File: config.mk
export PLATFORM = sky130hd
export DESIGN_NAME = uart_tx
export DESIGN_NICKNAME = d
export VERILOG_FILES = /design/src/rtl/uart_pkg.sv /design/src/rtl/uart_tx_fifo.sv /design/src/rtl/uart_tx.sv
export SDC_FILE = /design/constraint.sdc
export NUM_CORES = 1
export LEC_CHECK = 0
export ABC_AREA = 0
export BUFFER_PORTS_ARGS = -buffer_cell sky130_fd_sc_hd__buf_2
export CORE_UTILIZATION = 45
export DETAILED_ROUTE_END_ITERATION = 16
export PLACE_DENSITY = 0.7
export SLEW_MARGIN = 15
export SYNTH_ARGS = -nofsm -noshare
export SYNTH_HDL_FRONTEND = slang
export SYNTH_HIERARCHICAL = 1
export SYNTH_SLANG_ARGS = --single-unit
File: constraint.sdc
create_clock -name clk -period 4.7 [get_ports clk]
set_clock_uncertainty 0.15 [all_clocks]
set_input_delay 0.94 -clock clk [delete_from_list [all_inputs] [get_ports clk]]
set_output_delay 0.94 -clock clk [all_outputs]
set_load 0.02 [all_outputs]
File: src/rtl/uart_pkg.sv
// uart_pkg: definitions shared by the UART transmitter and receiver.
//   uart_state_e   : serializer/deserializer frame state
//   UART_DATA_BITS : data bits per frame
//   uart_parity()  : even-parity bit of one data byte (XOR reduction)
package uart_pkg;

  localparam int UART_DATA_BITS = 8;

  typedef enum logic [2:0] {
    ST_IDLE   = 3'd0,
    ST_START  = 3'd1,
    ST_DATA   = 3'd2,
    ST_PARITY = 3'd3,
    ST_STOP   = 3'd4
  } uart_state_e;

  function automatic logic uart_parity(input logic [UART_DATA_BITS-1:0] data);
    return ^data;
  endfunction

endpackage

File: src/rtl/uart_tx_fifo.sv
// uart_tx_fifo: synchronous FIFO of bytes between the transmit handshake
// and the serializer. Read data is fall-through (head entry always visible).
// Ports:
//   clk, rstn_i      : clock, asynchronous active-low reset
//   push_i, data_i   : write request and byte
//   pop_i, data_o    : read request and head byte
//   full_o, empty_o  : occupancy flags
// A push on a full FIFO is taken when a pop happens in the same cycle.
module uart_tx_fifo
  import uart_pkg::*;
#(
  parameter int DEPTH = 8
) (
  input  logic                      clk,
  input  logic                      rstn_i,
  input  logic                      push_i,
  input  logic [UART_DATA_BITS-1:0] data_i,
  input  logic                      pop_i,
  output logic [UART_DATA_BITS-1:0] data_o,
  output logic                      full_o,
  output logic                      empty_o
);

  localparam int AW = $clog2(DEPTH);

  logic [UART_DATA_BITS-1:0] mem_q [DEPTH];
  // Pointers carry one extra wrap bit to tell full from empty.
  logic [AW:0] wr_ptr_q, wr_ptr_d;
  logic [AW:0] rd_ptr_q, rd_ptr_d;
  logic        do_push, do_pop;

  assign empty_o = (wr_ptr_q == rd_ptr_q);
  assign full_o  = (wr_ptr_q[AW] != rd_ptr_q[AW]) &&
                   (wr_ptr_q[AW-1:0] == rd_ptr_q[AW-1:0]);
  assign do_pop  = pop_i && !empty_o;
  assign do_push = push_i && (!full_o || do_pop);
  assign data_o  = mem_q[rd_ptr_q[AW-1:0]];

  always_comb begin
    wr_ptr_d = wr_ptr_q;
    rd_ptr_d = rd_ptr_q;
    if (do_push) wr_ptr_d = wr_ptr_q + 1'b1;
    if (do_pop)  rd_ptr_d = rd_ptr_q + 1'b1;
  end

  always_ff @(posedge clk or negedge rstn_i) begin
    if (!rstn_i) begin
      wr_ptr_q <= '0;
      rd_ptr_q <= '0;
    end else begin
      wr_ptr_q <= wr_ptr_d;
      rd_ptr_q <= rd_ptr_d;
    end
  end

  // Storage needs no reset: entries are only read after being written.
  always_ff @(posedge clk) begin
    if (do_push) mem_q[wr_ptr_q[AW-1:0]] <= data_i;
  end

endmodule

File: src/rtl/uart_tx.sv
// uart_tx: UART transmitter. Frame = start(0), 8 data bits LSB first,
// even parity, stop(1). One bit period = clk_div_i+1 clk cycles, the same
// divider convention as the receiver.
// Ports:
//   clk, rstn_i           : clock, asynchronous active-low reset
//   tx_enable_i           : enable; low aborts the current frame at once
//   clk_div_i[31:0]       : baud divider
//   tx_data_i, tx_valid_i : byte and valid; accepted when valid && ready
//   tx_ready_o            : a byte can be accepted this cycle
//   tx_busy_o             : registered, frame in progress
//   tx_o                  : registered serial line, idle high
// Build option: define UART_TX_FIFO_EN to place a FIFO_DEPTH-entry byte
// FIFO in front of the serializer (back-to-back frames, ready = !full).
// Handshake: a byte transfers on the rising edge where tx_valid_i and
// tx_ready_o are both high; tx_data_i is sampled only on that edge and
// tx_valid_i may change freely while tx_ready_o is low.
module uart_tx
  import uart_pkg::*;
#(
  parameter int FIFO_DEPTH = 8
) (
  input  logic        clk,
  input  logic        rstn_i,
  input  logic        tx_enable_i,
  input  logic [31:0] clk_div_i,
  input  logic [7:0]  tx_data_i,
  input  logic        tx_valid_i,
  output logic        tx_ready_o,
  output logic        tx_busy_o,
  output logic        tx_o
);

  if (FIFO_DEPTH < 2 || (FIFO_DEPTH & (FIFO_DEPTH - 1)) != 0) begin : g_bad_fifo_depth
    $error("uart_tx: FIFO_DEPTH must be a power of two >= 2");
  end

  uart_state_e               state_q, state_d;
  logic [31:0]               baud_cnt_q, baud_cnt_d;
  logic [UART_DATA_BITS-1:0] shift_q, shift_d;
  logic [2:0]                bit_cnt_q, bit_cnt_d;
  logic                      parity_q, parity_d;
  logic                      tx_q, tx_d;
  logic                      busy_q, busy_d;

  logic                      baud_tick;
  logic                      byte_avail;  // a byte is available to start a frame
  logic                      load;        // start a frame with load_data
  logic [UART_DATA_BITS-1:0] load_data;

`ifdef UART_TX_FIFO_EN
  logic fifo_full, fifo_empty, fifo_push;

  assign tx_ready_o = !fifo_full;
  assign fifo_push  = tx_valid_i && tx_ready_o;
  assign byte_avail = !fifo_empty;

  uart_tx_fifo #(
    .DEPTH(FIFO_DEPTH)
  ) u_fifo (
    .clk    (clk),
    .rstn_i (rstn_i),
    .push_i (fifo_push),
    .data_i (tx_data_i),
    .pop_i  (load),
    .data_o (load_data),
    .full_o (fifo_full),
    .empty_o(fifo_empty)
  );
`else
  // Ready already implies IDLE, so no byte is ever offered at end of STOP.
  assign tx_ready_o = tx_enable_i && (state_q == ST_IDLE);
  assign byte_avail = tx_valid_i && tx_ready_o;
  assign load_data  = tx_data_i;
`endif

  assign baud_tick = (baud_cnt_q == clk_div_i);

  always_comb begin
    state_d    = state_q;
    baud_cnt_d = baud_cnt_q;
    shift_d    = shift_q;
    bit_cnt_d  = bit_cnt_q;
    parity_d   = parity_q;
    load       = 1'b0;
    if (!tx_enable_i) begin
      state_d    = ST_IDLE;
      baud_cnt_d = '0;
    end else begin
      if (state_q != ST_IDLE) baud_cnt_d = baud_tick ? '0 : baud_cnt_q + 32'd1;
      unique case (state_q)
        ST_IDLE: begin
          baud_cnt_d = '0;
          load       = byte_avail;
        end
        ST_START:  if (baud_tick) state_d = ST_DATA;
        ST_DATA: begin
          if (baud_tick) begin
            shift_d   = shift_q >> 1;
            parity_d  = parity_q ^ shift_q[0];
            bit_cnt_d = bit_cnt_q + 3'd1;
            if (bit_cnt_q == 3'(UART_DATA_BITS - 1)) state_d = ST_PARITY;
          end
        end
        ST_PARITY: if (baud_tick) state_d = ST_STOP;
        ST_STOP: begin
          if (baud_tick) begin
            state_d = ST_IDLE;
            load    = byte_avail;  // chain the next frame with no idle gap
          end
        end
        default:   state_d = ST_IDLE;
      endcase
      if (load) begin
        state_d    = ST_START;
        shift_d    = load_data;
        bit_cnt_d  = '0;
        parity_d   = 1'b0;
        baud_cnt_d = '0;
      end
    end
    // Line level is derived from the next state so tx_o lines up with state_q.
    tx_d = 1'b1;
    unique case (state_d)
      ST_START:  tx_d = 1'b0;
      ST_DATA:   tx_d = shift_d[0];
      ST_PARITY: tx_d = parity_d;
      default:   tx_d = 1'b1;
    endcase
    busy_d = (state_d != ST_IDLE);
  end

  always_ff @(posedge clk or negedge rstn_i) begin
    if (!rstn_i) begin
      state_q    <= ST_IDLE;
      baud_cnt_q <= '0;
      shift_q    <= '0;
      bit_cnt_q  <= '0;
      parity_q   <= 1'b0;
      tx_q       <= 1'b1;
      busy_q     <= 1'b0;
    end else begin
      state_q    <= state_d;
      baud_cnt_q <= baud_cnt_d;
      shift_q    <= shift_d;
      bit_cnt_q  <= bit_cnt_d;
      parity_q   <= parity_d;
      tx_q       <= tx_d;
      busy_q     <= busy_d;
    end
  end

  assign tx_o      = tx_q;
  assign tx_busy_o = busy_q;

endmodule
==> results of run 1 <==
Yosys cell counts:
master     instances  area (um^2)
o21ai_2            1         8.76
and2_4             1         8.76
and3_1             6         37.5
nor2_1            47          176
a31oi_1            5         31.3
xor2_1            18          158
clkbuf_1           3         11.3
buf_4              1         7.51
o21a_1             2         15.0
o31ai_1            1         7.51
nand4_2            2         25.0
a21oi_1            4         20.0
o32ai_1            1         8.76
nor4_4             2         42.5
nor2_2             1         6.26
inv_1              9         33.8
ha_1               3         37.5
nand4_1           15         93.8
mux2_4             1         15.0
o21ai_1            3         15.0
dfrtp_1           48         1200
and2_1             1         6.26
o211a_1            1         10.0
or3_1              5         31.3
mux2i_1            1         10.0
nor3_1             2         10.0
nand3_1           13         65.1
nand2_1           31          116
dfstp_2            1         26.3
a31o_1             1         8.76
a2111oi_0          1         8.76
and4_1             3         26.3
a41oi_1            1         8.76
xnor2_1           39          342
o21ai_0            5         25.0
buf_2              6         30.0
buf_6              2         22.5
xnor2_2            2         32.5
a311oi_1           1         8.76
nor3_2             1         10.0
kinds of logic (layout without fill, tap and decap cells):
logic type               after synthesis  in the layout  share of synthesized area
XOR/XNOR                              59             59                      0.193
multiplexers                           2              2                    0.00907
buffers and inverters                 21             64                     0.0381
AO/OA/AOI/OAI                         27             27                     0.0639
adder cells (fa/ha/maj)                3              3                     0.0136
AND/OR/NAND/NOR                      130            130                      0.238
flip-flops                            49             49                      0.445
through the flow:
| step | instance area [um^2] | utilization |
|---|---|---|
| 6_report | 3120 | 0.527 |
| 5_1_grt | 3120 | 0.527 |
| 3_3_place_gp | 3020 | 0.510 |
| 4_1_cts | 3120 | 0.527 |
| 2_1_floorplan | 2760 | - |
| 3_5_place_dp | 3020 | 0.510 |
layer usage:
metal,routed length (um),part of all wire,GRT usage
met1,2790,0.48,0.295
met2,2700,0.46,0.314
met3,234,0.040,0.0386
met4,87,0.015,0.0661
met5,0,0,0
layout make-up:
| type | count | area share |
|---|---|---|
| Clock inverter | 1 | 0.00160 |
| Multi-Input combinational cell | 221 | 0.457 |
| Clock buffer | 7 | 0.0308 |
| Timing Repair Buffer | 47 | 0.0769 |
| Inverter | 9 | 0.0108 |
| Tap cell | 75 | 0.0300 |
| Sequential cell | 49 | 0.393 |
how the worst max path moves through the flow:
stage	endpoint	slack [ns]	depth (start not counted)
floorplan	tx_busy_o	2.02	7
global placement	tx_o	1.49	8
detailed placement	tx_o	1.45	8
CTS	tx_o	1.74	8
global route	tx_o	1.56	8
finish	tx_o	1.72	8
registers in the layout, indices dropped and copies added, names as in the netlist:
name and count:
baud_cnt_q 32, shift_q 8, bit_cnt_q 3, state_q 3, parity_q 1, tx_busy_o 1, tx_o 1
power groups by stage:
stage / Clock (uW) / Sequential (uW) / Combinational, uW
2_1_floorplan: 0 / 456 / 52.3
3_3_place_gp: 0 / 456 / 95.3
3_5_place_dp: 0 / 457 / 96.0
4_1_cts: 279 / 449 / 96.5
5_1_grt: 293 / 451 / 106
6_report: 271 / 449 / 95.1
critical path, cell delays in order:
cell and delay (ns):
buf_2 0.10, xnor2_1 0.24, nand4_1 0.20, nor4_4 0.45, nand4_2 0.35, o21a_1 0.29
o211a_1 0.22, mux2_4 0.25
==> metrics.cfg, run 1 <==
[status]
status = finished clean

[power]
total_leakage_power_uw = 0.00135
seqPwrFrac = 0.551
p_int_uw = 613
power.net_switching_uw = 202
combPwrFrac = 0.117
switching_share = 0.248
ir_drop_mv = 0.126
total_power_uw = 815
clock_power_share = 0.332
powerDensity_nw_per_um2 = 261

[route]
drt_first_pass_iters = 4
drt-initial-drc-count = 160
antenna_left = 0
routedWlPerCell_um = 14.2
vias_per_cell = 5.19
vias = 2123
routed_wl_um = 5810
drc = 0

[layout]
n_antenna_cell = 0
instances_no_fill = 409
regArea_um2 = 1230
final_cell_mix = dfrtp_1, nor2_1, buf_2
drive_above_1_share = 0.201
final_common_cell = dfrtp_1
multi_input_area_um2 = 1430
fin_nets = 380
syn2layout_area_growth_pct = 13.2
n_fill_cell = 568

[grt]
grt_usage = 0.206
antenna_found_initial = 0
grt_first_pass_wirelength_um = 10100
grt-ovfl-total = 0
grt_pass1_vias = 2099
grt_max_degree = 50

[logic_synthesis]
syn_area_um2 = 2760
ys_seq_area_frac = 0.445
synth_cell_types = 40
syn_avg_cell_area_um2 = 9.48
syn_nets = 338
ys_warn_count = 6
synthCells = 291
ys_ff_latch = 49

[clock_network]
clk_latency_ns = 0.30
clk_pin_slew_ns = 0.09
cts_resized = 0
cts_buffers = 5
clock_path_buffers = 2
cts_sinks = 49
cts_tree = built
h-tree-depth = 2
cts_root_buf = clkbuf_8
cts_setup_buffers = 0
cts-hold-fix-buffers = 0

[setup_path]
crit_type = primary input to flop
critPathLaunchType = primary input
end_kind = flop
cp_data_arrival_time_ns = 3.06
reg2reg_slack_ns = 2.00
r2r_cells = 7
timing.rr.start = baud_cnt_q[23]
r2r-end = tx_o
worst-path-max-fanout = 12
worstPathRequired_ns = 4.78
setup.worst_path.start = clk_div_i[23]

[hold_path]
hold_path.class = flop to flop
min_to = bit_cnt_q[0]
hold_depth = 1
hp-start = bit_cnt_q[0]

[timing]
period_share = 0.634
setup_viol = 0
tightest_slew_ns = 0.628
fmax_mhz = 335
tns_ns = 0
setup_slack_ns = 1.72
slew_viol_final = 0
period_needed_ns = 2.98
hold_viol_final = 0
fin_hold_ws_ns = 0.358
rsz0062_at_grt = false
slew-limit-headroom = 0.581

[die]
fp.dieW_um = 80.3
die_area_um2 = 6450
coreArea_um2 = 5920
boundaryPins = 47
rows = 28
fp.dieH_um = 80.3
start_util = 0.466

[place]
io_buffers = 46
post-place-cells = 401
dp_hpwl_um = 4220
dp_slack_ns = 1.45
gp_congestion = 0.844

[run]
drv_cap = 0

Power figures use the tool's default switching activity.
==> run 2: changes to the inputs <==
- ABC_AREA: 0 -> 1
- PLACE_DENSITY: 0.7 -> 0.69
- clock period: 4.7 -> 2.95 ns (I/O delays scaled with it)
==> run 2 against run 1 <==
Final area is 25% higher. Clock-buffer cell count did not move. Global-route usage fell by 1.3 points. Setup slack worse by 1.1 ns. Wire length grew 27%. Die area up 27%. Critical path type is now flop to flop. Largest cell class unchanged. Largest power group unchanged.
==> metrics.cfg, run 2 <==
[status]
status = finished clean

[setup_path]
worst-path-max-fanout = 5
r2r_cells = 14
cpPeakStageDelay_ns = 0.44
setup.worst_path.start = baud_cnt_q[1]
crit_cells = 14
cpLargestDelayFamily = simple AND/OR/NAND/NOR gates
worstPathRequired_ns = 2.98
critPathSlowestCell = dfrtp_1
reg2reg_slack_ns = 0.58
end_kind = flop
timing.rr.start = baud_cnt_q[1]
r2r-end = baud_cnt_q[28]
path_buf_inv = 2
setup.worst_path.end = baud_cnt_q[28]
crit_type = flop to flop
critPathLaunchType = flop
crit_chain = ha_1, nand3_1, nor3_2, inv_2, nor2_2, nand2_2, inv_2, nand2_2, nor2_2, nand3_1, nor2_1, nand2_1, nand2_1, nor2_1
cp_data_arrival_time_ns = 2.40

[place]
post-place-cells = 652
io_buffers = 46
dp_hpwl_um = 5770
gp_congestion = 0.820
dp_slack_ns = 0.503

[clock_network]
cts_sinks = 49
cts_setup_buffers = 0
cts-hold-fix-buffers = 0
clk_latency_ns = 0.29
cts_resized = 0
cts_tree = built
h-tree-depth = 2
cts_root_buf = clkbuf_8
cts_buffers = 5
clk_pin_slew_ns = 0.09
clock_path_buffers = 2

[power]
ir_drop_mv = 0.278
powerDensity_nw_per_um2 = 364
total_leakage_power_uw = 0.00194

[timing]
setup_slack_ns = 0.582
period_needed_ns = 2.37
tns_ns = 0
tightest_slew_ns = 0.625
rsz0062_at_grt = false
slew_viol_final = 0
setup_viol = 0
slew-limit-headroom = 0.583
hold_viol_final = 0
period_share = 0.803
fmax_mhz = 422

[grt]
antenna_found_initial = 0
grt_max_degree = 50
use_met2 = 0.347
busiest_layer = met2
grt_usage = 0.193
grt_pass1_vias = 2979
gr-usage-met1 = 0.251
use_met3 = 0.0261
grt_first_pass_wirelength_um = 13000
grt-ovfl-total = 0

[logic_synthesis]
ys_warn_count = 6
synth_top_family_by_area = simple AND/OR/NAND/NOR gates
synth_top_area_share = 0.341
synth_compound_area_frac = 0.0409
syn_avg_cell_area_um2 = 6.78
synth_cell_types = 38
synth_flop_cell = dfrtp_1
synth_edf_count = 0
yosysTopAreaCell = dfrtp_1
synth.most_common_cell = nand2_1
synth_area_leaders = dfrtp_1, nand2_1, nor2_1, inv_1, xor2_1
ys_seq_area_frac = 0.349
synth.area.mux_share = 0
syn_area_um2 = 3520
async_reset_ff_frac = 1.00
synthCells = 519
ys_ff_latch = 49
synthTopCellsByCount = nand2_1, nor2_1, inv_1
synthAdderAreaFrac = 0.0107
synth_xor_area_frac = 0.107
yosys.area_share.simple = 0.377
syn_nets = 566

[die]
fp.dieW_um = 90.4
start_util = 0.475
boundaryPins = 47
die_area_um2 = 8180
fp.dieH_um = 90.4
rows = 31
coreArea_um2 = 7410

[layout]
fin_nets = 607
final_common_cell = nand2_1
n_fill_cell = 730
regMostFlops = baud_cnt_q
regArea_um2 = 1230
largest_reg_flops = 32
final_cell_mix = nand2_1, nor2_1, inv_1
syn2layout_area_growth_pct = 11.3
n_antenna_cell = 0
multi_input_area_um2 = 1890
drive_above_1_share = 0.184
instances_no_fill = 660
reg_top3 = baud_cnt_q (32), shift_q (8)

[route]
drt_first_pass_iters = 4
routedWlPerCell_um = 11.2
vias = 3177
vias_per_cell = 4.81
drc = 0
antenna_left = 0
routed_wl_um = 7400
drt-initial-drc-count = 173

[hold_path]
hold_path.class = primary input to asynchronous set/reset pin

[run]
drv_cap = 0

[run 2: cell types whose count changed after synthesis, sizes merged, moves of 6 or more]
| cell | delta |
|---|---|
| nor3 | +6 |
| nor2 | +43 |
| nand2 | +136 |
| and3 | -6 |
| inv | +73 |
| nand4 | -8 |
| xnor2 | -22 |
| xor2 | +6 |
| nand3 | +7 |
[run 2: worst min path at each step]
| stage | from | end | depth (start not counted) |
|---|---|---|---|
| floorplan | rstn_i | baud_cnt_q[0] | 0 |
| global placement | bit_cnt_q[1] | bit_cnt_q[1] | 2 |
| detailed placement | bit_cnt_q[2] | bit_cnt_q[2] | 2 |
| CTS | rstn_i | shift_q[0] | 2 |
| global route | rstn_i | bit_cnt_q[2] | 2 |
| finish | rstn_i | baud_cnt_q[2] | 2 |
[run 2: final cells by class]
class,instances,area share
timing repair buffer,48,0.0626
tap,99,0.0316
clock inverter,1,0.00767
inverter,84,0.0809
multi-input combinational,372,0.482
sequential,49,0.314
clock buffer,7,0.0221
[run 2: per-stage QoR]
step	hold WS, ns	util	total power [uW]	instance area (um^2)
5_1_grt	0.305	0.528	1500	3920
3_5_place_dp	0.324	0.513	939	3800
3_3_place_gp	0.321	0.513	933	3800
4_1_cts	0.267	0.528	1440	3920
2_1_floorplan	0.144	-	859	3520
6_report	0.238	0.528	1420	3920
[run 2: worst reg2reg max path, delay by kind of cell, from the launching register on]
family | cells | cell delay (ns)
flip-flops | 1 | 0.44
buffers and inverters | 2 | 0.12
AND/OR/NAND/NOR | 11 | 1.35
adder cells (fa/ha/maj) | 1 | 0.21
[run 2: report_power, final]
part / switching, uW / internal [uW]
clock network: 222 / 277
registers: 20.6 / 701
logic: 121 / 82.2
total: 364 / 1060
[run 2: layer usage]
layer	routed length [um]	part of all wire
met1	3600	0.49
met2	3580	0.48
met3	204	0.028
met4	21	0.0028
met5	0	0
[run 2: cell families after synthesis]
logic type,count (synthesis)
xor gates and xnor gates,43
AOI/OAI and AO/OA,19
buffers and inverters,98
and+or+nand+nor,307
adders and majority gates,3
DFF,49
